## config.mk

```make
export PLATFORM = sky130hd
export DESIGN_NAME = flick_conditioner
export DESIGN_NICKNAME = d
export VERILOG_FILES = /design/src/rtl/flick_pkg.sv /design/src/rtl/sync_2ff.sv /design/src/rtl/flick_conditioner.sv
export SDC_FILE = /design/constraint.sdc
export NUM_CORES = 1
export LEC_CHECK = 0
export CAP_MARGIN = 20
export CORE_MARGIN = 2
export CORE_UTILIZATION = 29
export DETAILED_ROUTE_END_ITERATION = 10
export GPL_ROUTABILITY_DRIVEN = 1
export PLACE_DENSITY = 0.49
export SETUP_SLACK_MARGIN = 0.3
export SLEW_MARGIN = 20
export SYNTH_ARGS = -nofsm -noshare
export SYNTH_HDL_FRONTEND = slang
export SYNTH_SLANG_ARGS = --single-unit
```

## constraint.sdc

```tcl
create_clock -name clk -period 3.5 [get_ports clk]
set_clock_uncertainty 0.05 [all_clocks]
set_input_delay 1.05 -clock clk [delete_from_list [all_inputs] [get_ports clk]]
set_output_delay 1.05 -clock clk [all_outputs]
set_load 0.01 [all_outputs]
```

## src/rtl/flick_pkg.sv

```systemverilog
// Shared types and constants for the flick button conditioner.
package flick_pkg;

  localparam int unsigned GLITCH_W = 8;

  typedef enum logic [1:0] {
    LOW      = 2'd0,
    RISE_CHK = 2'd1,
    HIGH     = 2'd2,
    FALL_CHK = 2'd3
  } flick_state_e;

endpackage

```

## src/rtl/sync_2ff.sv

```systemverilog
// Two-flop synchronizer for a single asynchronous bit; resets to 0.
module sync_2ff (
  input  logic clk,
  input  logic reset_n,
  input  logic d,
  output logic q
);

  logic s1;

  always_ff @(posedge clk) begin
    if (!reset_n) begin
      s1 <= 1'b0;
      q  <= 1'b0;
    end else begin
      s1 <= d;
      q  <= s1;
    end
  end

endmodule

```

## src/rtl/flick_conditioner.sv

```systemverilog
// Debounces the flick button into a clean level plus rise/fall pulses.
// Define FLICK_GLITCH_CNT_EN to add the saturating glitch_cnt output.
module flick_conditioner
  import flick_pkg::*;
#(
  parameter int unsigned DEBOUNCE_CYCLES = 16,
  parameter int unsigned CNT_W           = 5
) (
  input  logic                clk,
  input  logic                reset_n,
  input  logic                flick_raw,
  output logic                flick,
  output logic                flick_rise,
`ifdef FLICK_GLITCH_CNT_EN
  output logic [GLITCH_W-1:0] glitch_cnt,
`endif
  output logic                flick_fall
);

  localparam logic [CNT_W-1:0] CNT_LAST = CNT_W'(DEBOUNCE_CYCLES - 1);
  localparam logic [CNT_W-1:0] CNT_ONE  = CNT_W'(1);

  logic             s2;
  flick_state_e     state, state_nxt;
  logic [CNT_W-1:0] cnt, cnt_nxt;
  logic             flick_nxt, rise_nxt, fall_nxt;

  sync_2ff u_sync (
    .clk     (clk),
    .reset_n (reset_n),
    .d       (flick_raw),
    .q       (s2)
  );

  // State, counter and registered outputs
  always_ff @(posedge clk) begin
    if (!reset_n) begin
      state      <= LOW;
      cnt        <= '0;
      flick      <= 1'b0;
      flick_rise <= 1'b0;
      flick_fall <= 1'b0;
    end else begin
      state      <= state_nxt;
      cnt        <= cnt_nxt;
      flick      <= flick_nxt;
      flick_rise <= rise_nxt;
      flick_fall <= fall_nxt;
    end
  end

  // Next state: a check state needs an unbroken run of the opposite level
  always_comb begin
    state_nxt = LOW;
    cnt_nxt   = '0;
    case (state)
      LOW: begin
        if (s2) begin
          state_nxt = RISE_CHK;
          cnt_nxt   = CNT_ONE;
        end else begin
          state_nxt = LOW;
        end
      end
      RISE_CHK: begin
        if (!s2) begin
          state_nxt = LOW;
        end else if (cnt >= CNT_LAST) begin
          state_nxt = HIGH;
        end else begin
          state_nxt = RISE_CHK;
          cnt_nxt   = cnt + CNT_ONE;
        end
      end
      HIGH: begin
        if (!s2) begin
          state_nxt = FALL_CHK;
          cnt_nxt   = CNT_ONE;
        end else begin
          state_nxt = HIGH;
        end
      end
      FALL_CHK: begin
        if (s2) begin
          state_nxt = HIGH;
        end else if (cnt >= CNT_LAST) begin
          state_nxt = LOW;
        end else begin
          state_nxt = FALL_CHK;
          cnt_nxt   = cnt + CNT_ONE;
        end
      end
      default: begin
        state_nxt = LOW;
      end
    endcase
  end

  // Output values for the next cycle, taken from the transition
  always_comb begin
    flick_nxt = 1'b0;
    rise_nxt  = 1'b0;
    fall_nxt  = 1'b0;
    flick_nxt = (state_nxt == HIGH) || (state_nxt == FALL_CHK);
    rise_nxt  = (state == RISE_CHK) && (state_nxt == HIGH);
    fall_nxt  = (state == FALL_CHK) && (state_nxt == LOW);
  end

`ifdef FLICK_GLITCH_CNT_EN
  logic abort_c;

  assign abort_c = ((state == RISE_CHK) && (state_nxt == LOW)) ||
                   ((state == FALL_CHK) && (state_nxt == HIGH));

  // Saturating count of aborted transitions
  always_ff @(posedge clk) begin
    if (!reset_n) begin
      glitch_cnt <= '0;
    end else if (abort_c && (glitch_cnt != '1)) begin
      glitch_cnt <= glitch_cnt + GLITCH_W'(1);
    end
  end
`endif

endmodule
```

Word level (Yosys, flattened, before mapping). Index checks and enable logic that the tools add are counted.

Bits in registers: 12. Input bits: 3. Output and inout port bits: 3. Logic and storage cells: 32.

Add/sub/neg operators: 1. Order comparisons: 1. Eq/ne operators: 5. Mux-type cells: 13. Reduce and logical (&&, ||, !) cells: 5.

Operators with widths (count): $pmux 5 s4 (1); $mux 5 (3); $eq 2x2->1 const B (4); $mux 2 (4); $pmux 2 s4 (1); $add 5x1->5 const B (1); $ge 5x4->1 const B (1); $logic_not 2->1 (2); $mux 1 (4); $eq 2x1->1 const B (1); $logic_and 1x1->1 (2); $logic_or 1x1->1 (1).

Longest topological paths before layout.
Depth in word-level cells: 6. Gate-level depth with buffers: 6. Depth with buffers taken out: 6.

Cells and area by module. Synthesis repeated with hierarchy kept, for this count alone.

Cell total of the unflattened synthesis: 46. Area total of the unflattened synthesis: 446.7 um^2.

Modules (own cells, without submodules): flick_conditioner (times used 1, cells an instance 42, area an instance 394.1 um^2, seq. area each 180.2 um^2); sync_2ff (times used 1, cells an instance 4, area an instance 52.6 um^2, seq. area each 40.0 um^2).

Least setup slack after synthesis. Ideal clock, no wire load.

Kind: input to register. From: input reset_n. To: register cnt[2]. Setup time: 65 ps. Data arrival time: 1658 ps. Data required time: 3385 ps. Setup slack: 1727 ps. Stages on the path: 4. Buffers on the path: 1. Cells stage by stage: clkbuf_1 and2_1 nand4_1 nor2_1.

RTL lines: start: declaration (RTL line flick_conditioner.sv:10) `input logic reset_n,`; end signal: assignment (RTL line flick_conditioner.sv:45) `cnt <= cnt_nxt;`; end: declaration (RTL line flick_conditioner.sv:25) `logic [CNT_W-1:0] cnt, cnt_nxt;`.

Worst setup path in the final report.
From: register flick. To: output flick.

RTL lines: start: declaration (RTL line flick_conditioner.sv:12) `output logic flick,`; start signal: assignment (RTL line flick_conditioner.sv:46) `flick <= flick_nxt;`.

No word-level cell between the ends.

==> results.json <==
{
  "max_slew_margin_pct": 78.6,
  "synthTopCellsByCount": "dfxtp_1 (11), nor2_1 (5)",
  "setup-tns-final_ns": 0,
  "power.ir.vdd_worst_mv": 0.177,
  "cp.buffers_inverters": 1,
  "grt_antenna_before_repair": 0,
  "place_hpwl_um": 537,
  "final-setup-viol-count": 0,
  "reg2reg_slack_ns": 1.78,
  "rows": 14,
  "finalHoldViolations": 0,
  "wire_length_of_the_first_global_routing_pass_um": 1240,
  "min_delay_worst_endpoint": "u_sync.q",
  "cts.reportedPaths.clkPinSlew_ns": 0.07,
  "clk_latency_ns": 0.27,
  "cpLargestDelayFamily": "buffers and inverters",
  "timing_worst_slew_pin_value_ns": 0.320,
  "synth.largest_area_cell": "dfxtp_1",
  "post_cts_buffers": 0,
  "critPathSlowestCell": "clkdlybuf4s50_1",
  "synth_top_family_by_area": "simple AND/OR/NAND/NOR gates",
  "avgSynthCellArea_um2": 9.58,
  "cts_hold_repair.buffers": 0,
  "number_of_cells_produced_by_synthesis": 47,
  "synth.yosys.seq_area_share_pct": 48.9,
  "period_share_pct": 67.2,
  "via_count": 345,
  "synth_adder_area_share_pct": 5.56,
  "post_synth_and_or_nand_nor_area_fraction_pct": 33.1,
  "layout-drive-gt1-share_pct": 10.9,
  "regToRegEndpoint": "cnt[2]",
  "area_delta_synth_final_pct": 20.6,
  "total_of_warnings_raised_by_yosys": 0,
  "path_cells": "clkdlybuf4s50_1",
  "grt_setup_unrepaired": "no",
  "synth_nets": 52,
  "synthesis.area_um2": 450,
  "dp_cells": 67,
  "chipHeight_um": 43.4,
  "critPathCaptureType": "output pin",
  "grt_overflow": 0,
  "timing.critical_path.arrival_ns": 1.25,
  "synth-xor-area-share_pct": 5.83,
  "num_io_pins": 6,
  "drt_pre_antenna_iters": 3,
  "synth_ff_type": "dfxtp_1",
  "place.gp.congestion": 0.702,
  "crit_path_start_kind": "flip-flop",
  "cts_resized": 0,
  "floorplan.die.width_um": 43.4,
  "floorplan.core_area_um2": 1490,
  "post-synth-top-area-fraction_pct": 48.9,
  "maxClockFrequency_mhz": 425,
  "route.detailed.wl_per_inst_um": 10.4,
  "crit_reg_reg_startpoint": "cnt[0]",
  "power-per-cell-area_nw_per_um2": 401,
  "n_antenna_cell": 0,
  "cts.path.max_buffers": 2,
  "count_of_different_cell_masters_after_synthesis": 20,
  "synthMostInstantiatedCell": "dfxtp_1",
  "r2r_cells": 6,
  "first_global_vias": 293,
  "cpPeakStageDelay_ns": 0.57,
  "synthArstFlopShare_pct": 0,
  "synth-compound-area-share_pct": 4.17,
  "full_die_area_um2": 1880,
  "launch_point_of_the_worst_hold_path": "u_sync.s1",
  "required_ns": 2.40,
  "peak_fanout_along_the_critical_path": 6,
  "clock_root_buffer_master": "clkbuf_4",
  "run_status": "finished clean",
  "final_core_utilization_pct": 36.5,
  "drt_drc_violations_left": 0,
  "worstSetupPathType": "reg2out",
  "synth_enable_flop_cells": 0,
  "post_synth_main_area_contributors": "dfxtp_1 (49%), ha_1 (5.6%), and2_1 (4.2%)",
  "buffer_ports.inserted": 5,
  "clock_tree_from_tritoncts": "yes",
  "hp-class": "reg2reg",
  "fin_cells": 71,
  "numCtsBuffers": 3,
  "hold-path-cell-count": 1,
  "start_util_pct": 30.3,
  "final_antenna_net_count": 0,
  "slew_viol_final": 0,
  "h-tree-depth": 1,
  "clock_sink_count": 11,
  "maximum_number_of_pins_on_one_net_before_global_route_repair": 10,
  "cap_viol_max_count": 0,
  "nets": 61,
  "initialDrtViolationCount": 5,
  "leakage_nw": 0.214,
  "grt.total_usage_pct": 9.66,
  "postRouteWirelength_um": 737,
  "ys_ff_latch": 11,
  "drt-vias-per-instance": 4.86,
  "yosys-mux-area-fraction_pct": 0,
  "post-route-min-period_ns": 2.35
}
-- worst max-delay path by stage --
stage	from	endpoint	slack, ns	cells after the start
after CTS	flick	flick	1.13	1
after detailed placement	reset_n	cnt[2]	1.25	4
after global routing	flick	flick	1.08	1
final	flick	flick	1.15	1
after global placement	reset_n	cnt[2]	1.27	4
after floorplan	reset_n	cnt[2]	1.73	4
-- cells in the final DEF, fill, tap and decap left out, drive strengths merged, types with 2 or more instances in the layout --
master	count
and2	4
dfxtp	11
nor4b	2
inv	2
a21oi	2
nor2	5
nand3	3
clkbuf	4
clkdlybuf4s50	5
nand4	4
xor2	2
ha	2
nand2	3
-- metrics by stage --
stage / hold slack (ns) / setup slack, ns / area [um2] / power [W]
2_1_floorplan: 0.362 / 1.73 / 450 / 0.000134
3_3_place_gp: 0.379 / 1.27 / 517 / 0.000137
3_5_place_dp: 0.380 / 1.25 / 517 / 0.000137
4_1_cts: 0.398 / 1.13 / 543 / 0.000224
5_1_grt: 0.404 / 1.08 / 543 / 0.000232
6_report: 0.390 / 1.15 / 543 / 0.000218
-- cell type report --
| type | instances | area [um2] |
|---|---|---|
| flip-flops and latches | 11 | 220 |
| well taps | 16 | 20.0 |
| inverters | 2 | 7.51 |
| fillers | 149 | 946 |
| clock buffers | 4 | 26.3 |
| repair buffers | 5 | 50.0 |
| multi-input cells | 33 | 219 |
-- power breakdown --
group | total [W] | switching [W] | internal (W)
logic | 0.00000595 | 0.00000247 | 0.00000347
registers | 0.000129 | 0.00000168 | 0.000127
clock network | 0.0000833 | 0.0000393 | 0.0000441
-- sequential cells by signal, summed over array words and instances, names as in the netlist --
signal and count:
flick_fall 1, state 1, flick 1, flick_rise 1
u_sync.q 1, u_sync.s1 1, cnt 5
-- cells by family after synthesis --
family / after synthesis
AO/OA/AOI/OAI: 3
XOR/XNOR: 3
adder cells (fa/ha/maj): 2
buffers and inverters: 3
flip-flops: 11
AND/OR/NAND/NOR: 25
-- per-layer routing --
| metal | wire length (um) | part of all wire (%) | up-vias | GRT usage (%) |
|---|---|---|---|---|
| met5 | 0 | 0 | - | 0 |
| met4 | 36 | 4.9 | 0 | 12.7 |
| met3 | 29 | 3.9 | 4 | 2.50 |
| met2 | 312 | 42 | 6 | 11.6 |
| met1 | 358 | 49 | 153 | 12.0 |
| li1 | - | - | 182 | - |
(Power assumes the default switching activity.)
==> RTL change 1: new RTL, same settings <==
Encoding of `flick_state_e`: now one-hot (4 bits for 4 states).
--- a/src/rtl/flick_pkg.sv
+++ b/src/rtl/flick_pkg.sv
@@ -3,11 +3,11 @@
 
   localparam int unsigned GLITCH_W = 8;
 
-  typedef enum logic [1:0] {
-    LOW      = 2'd0,
-    RISE_CHK = 2'd1,
-    HIGH     = 2'd2,
-    FALL_CHK = 2'd3
+  typedef enum logic [3:0] {
+    LOW      = 4'b0001,
+    RISE_CHK = 4'b0010,
+    HIGH     = 4'b0100,
+    FALL_CHK = 4'b1000
   } flick_state_e;
 
 endpackage
Behaviour: same outputs for any inputs over 10 cycles, from zero or initial values and one cycle with reset_n low; not proved beyond that.
==> RTL change 1 against the unedited design <==
Sequential cell count grew 3. Largest cell class is now multi-input combinational cells. Highest routed layer unchanged. Final area increased by 45%. Sequential share of layout area decreased by 5.1 points. Synthesized cell count rose by 57%. Synthesized area grew 53%. Total power grew 34%. Count of clock-buffer cells in the layout stayed put. Worst setup slack gained 0.13 ns. Non-clock buffer count stayed put. Wire length is 76% higher.
==> RTL change 1: results (changes against the unedited design) <==
Placed instance count = 105 (+57%)
Peak supply drop = 0.1901 mV (+7.2%)
Total routed wirelength = 1.299 mm (+76%)
Run status = complete, no violations
Number of distinct library cells after synthesis = 34 (+70%)
Via count = 546 (+58%)
Final HPWL DP = 948.6 um (+77%)
Total track usage = 0.1184 (+0.02175)
R2R depth = 7 (+1)
First-pass GRT wire length = 2.277 mm (+84%)
DP Area = 753.2 um^2 (+46%)
FF-to-FF setup slack = 1.63 ns (-0.15 ns)
Detailed Routing Iterations Pass 1 = 4 (+1)
Leak Pwr = 0.2723 nW (+27%)
Max incr delay on CP = 0.52 ns (-0.05 ns)
Post-Syn Instances = 74 (+57%)
Register area share after synthesis = 0.4058 (-0.08309)
Nets = 87 (+43%)
Layout cells sized above 1 = 0.1358 (+0.02671)
Via/cell ratio = 5.009 (+3.1%)
Largest net degree at the start of global routing = 13 (+3)
Largest cells by area after synthesis = dfxtp_1 (41%), nor2_1 (6.0%), and2_1 (3.6%)
Synthesized Nets = 79 (+52%)
Vias in the first global route = 523 (+78%)
Least-Margin Pin Slew = 0.4321 ns (+0.1119 ns)
Final-layout fill cell count = 246 (+65%)
Maximum fanout along the worst path = 1 (-5)
Worst EP arrival = 1.12 ns (-0.13 ns)
Placer Congestion = 0.7942 (+13%)
Synth cell count leaders = dfxtp_1 (14), nor2_1 (11), inv_1 (5), nand2_1 (5), and2_1 (4)
Starting DRT DRC Count = 7 (+2)
## RTL change 1: area by class of cell
type	instances	area (um^2)	area share
multi-input cells	53	369.1	0.4675
clock buffers	4	36.28	0.04596
flip-flops and latches	14	280.3	0.3550
well taps	28	35.03	0.04437
repair buffers	5	50.05	0.06339
inverters	5	18.77	0.02377
## RTL change 1: worst min path at each step
stage	startpoint	endpoint	slack (ns)
5_1_grt	u_sync.s1	u_sync.q	0.43
3_5_place_dp	u_sync.s1	u_sync.q	0.37
6_report	u_sync.s1	u_sync.q	0.39
3_3_place_gp	u_sync.s1	u_sync.q	0.38
2_1_floorplan	u_sync.s1	u_sync.q	0.36
4_1_cts	u_sync.s1	u_sync.q	0.40
## RTL change 1: per-stage QoR
step	util	total power, mW	hold slack [ns]	setup WS (ns)
5_1_grt	0.3535	0.3080	0.4258	1.194
6_report	0.3535	0.2925	0.3935	1.277
3_3_place_gp	0.3373	0.1812	0.3849	0.9983
2_1_floorplan	-	0.1764	0.3618	1.679
3_5_place_dp	0.3373	0.1811	0.3745	0.9850
4_1_cts	0.3535	0.2964	0.3965	1.264
## RTL change 1: cell families after synthesis
kind of cell,synth area share
compound gates,0.1558
xor+xnor,0.02537
fa+ha+maj,0.03623
buf+inv,0.05978
flops,0.4058
simple gates,0.3170
## RTL change 1: power by group
part           internal (mW)  switching, mW
logic                0.00683        0.00626
clock network         0.0633         0.0520
registers              0.161        0.00297
## RTL change 1: metal layers
layer	share of wire	global-route usage	wire length, um
met3	0.042	0.02571	54
met5	0	0	0
met2	0.48	0.1917	626
met1	0.45	0.1391	591
met4	0.020	0.07692	26
==> RTL change 2: new RTL, same flow settings <==
Made on the original files. The parameter `CNT_W` goes from 5 to 10.
--- a/src/rtl/flick_conditioner.sv
+++ b/src/rtl/flick_conditioner.sv
@@ -4,7 +4,7 @@
   import flick_pkg::*;
 #(
   parameter int unsigned DEBOUNCE_CYCLES = 16,
-  parameter int unsigned CNT_W           = 5
+  parameter int unsigned CNT_W           = 10
 ) (
   input  logic                clk,
   input  logic                reset_n,
Function: same outputs for any inputs over 10 cycles, from zero or initial values and one cycle with reset_n low; that may be too few to reach the edited logic, so the function may still have changed.
==> RTL change 2 against the unedited design <==
Final area rose by 24%. Sequential cell count rose by 6. Total power is 44% higher. Highest routed layer unchanged. Synthesized cell count is 4.3% lower. Wire length down 7.5%. Worst setup slack better by 0.12 ns. Cell count grew 18%. Synthesized area rose by 21%.
==> RTL change 2: results (changes against the unedited design) <==
First-pass GRT wire length = 1.186 mm (-4.0%)
Number of distinct library cells after synthesis = 21 (+5.0%)
Largest cells by area after synthesis = dfxtp_1 (63%), nor4_4 (3.9%), mux2i_1 (3.7%)
Nets = 64 (+4.9%)
Reg2reg end = flick_fall
End of the critical path = flick_fall
M1 WL = 336 um (-6.1%)
Hold endpoint = u_sync.q
Via/cell ratio = 3.810 (-22%)
Worst Hold Launch = u_sync.s1
Placer Congestion = 0.6415 (-8.6%)
Final-layout fill cell count = 171 (+15%)
XOR/XNOR share of the synthesized area = 0.03226 (-0.02608)
Placed instance count = 80 (+19%)
Period utilization = 0.6371 (-0.03522)
R2R depth = 4 (-2)
WL met3 = 21 um (-28%)
Leak Pwr = 0.2570 nW (+20%)
Total track usage = 0.08451 (-0.01213)
Detailed Routing Iterations Pass 1 = 2 (-1)
Post-CTS setup buffers = 0 (unchanged)
Largest net degree at the start of global routing = 11 (+1)
Syn avg cell area = 12.07 um^2 (+26%)
DP Worst Slack = 1.398 ns (+0.1492 ns)
Routed wl met2 = 309 um (-0.96%)
Post-synthesis mux area share = 0.03687 (+0.03687)
FF-to-FF setup slack = 2.11 ns (+0.33 ns)
Clock transition at path regs = 0.10 ns (+0.03 ns)
Largest regs = cnt x10, state x2
Synth cell count leaders = dfxtp_1 (17), nand2_1 (3), nor3_1 (3)
CP max stage cell = clkdlybuf4s50_1
Worst skew pair latency = 0.29 ns (+0.02 ns)
Max incr delay on CP = 0.52 ns (-0.05 ns)
Setup crit start = flick_fall
Layout cells sized above 1 = 0.1186 (+0.009553)
DP Area = 643.1 um^2 (+24%)
Run status = complete, no violations
Via count = 320 (-7.2%)
Compound-Gate Fraction of Synth Area = 0.08065 (+0.03898)
Total routed wirelength = 682 um (-7.5%)
Register area share after synthesis = 0.6267 (+0.1378)
Maximum fanout along the worst path = 1 (-5)
Adder and majority cell fraction of the synthesized area = 0.02304 (-0.03251)
N_diodes = 0 (unchanged)
Peak supply drop = 0.2018 mV (+14%)
Starting DRT DRC Count = 1 (-4)
Clk root buf = clkbuf_4
Synth warn = 0 (unchanged)
Worst EP arrival = 1.13 ns (-0.12 ns)
Post-CTS Resized = 0 (unchanged)
RR Startpoint = cnt[0]
Reg area = 340.3 um^2 (+55%)
Vias in the first global route = 305 (+4.1%)
Hold WS = 0.3966 ns (+0.007018 ns)
Total CTS buffers = 3 (unchanged)
RTL change 2: cell types whose count changed after synthesis, sizes merged, moves of 3 or more:
cell / delta
dfxtp: +6
nand4: -4
nor2: -4
nor3: +3
RTL change 2: final cells by class:
class | count | area share
clock buffer | 3 | 0.03358
clock inverter | 1 | 0.007463
inverter | 1 | 0.005597
multi-input combinational | 32 | 0.3246
sequential | 17 | 0.5075
tap | 25 | 0.04664
timing repair buffer | 5 | 0.07463
RTL change 2: power breakdown:
part           internal, mW  total, mW  leakage [nW]  switching (mW)
Sequential            0.199      0.202         0.140         0.00325
Clock                0.0424      0.102        0.0177          0.0594
Combinational       0.00520    0.00960        0.0995         0.00440
RTL change 2: layer usage:
| layer | global-route usage | up-vias |
|---|---|---|
| li1 | - | 174 |
| met1 | 0.09579 | 141 |
| met2 | 0.1243 | 3 |
| met3 | 0.02308 | 2 |
| met4 | 0.08333 | 0 |
| met5 | 0 | - |
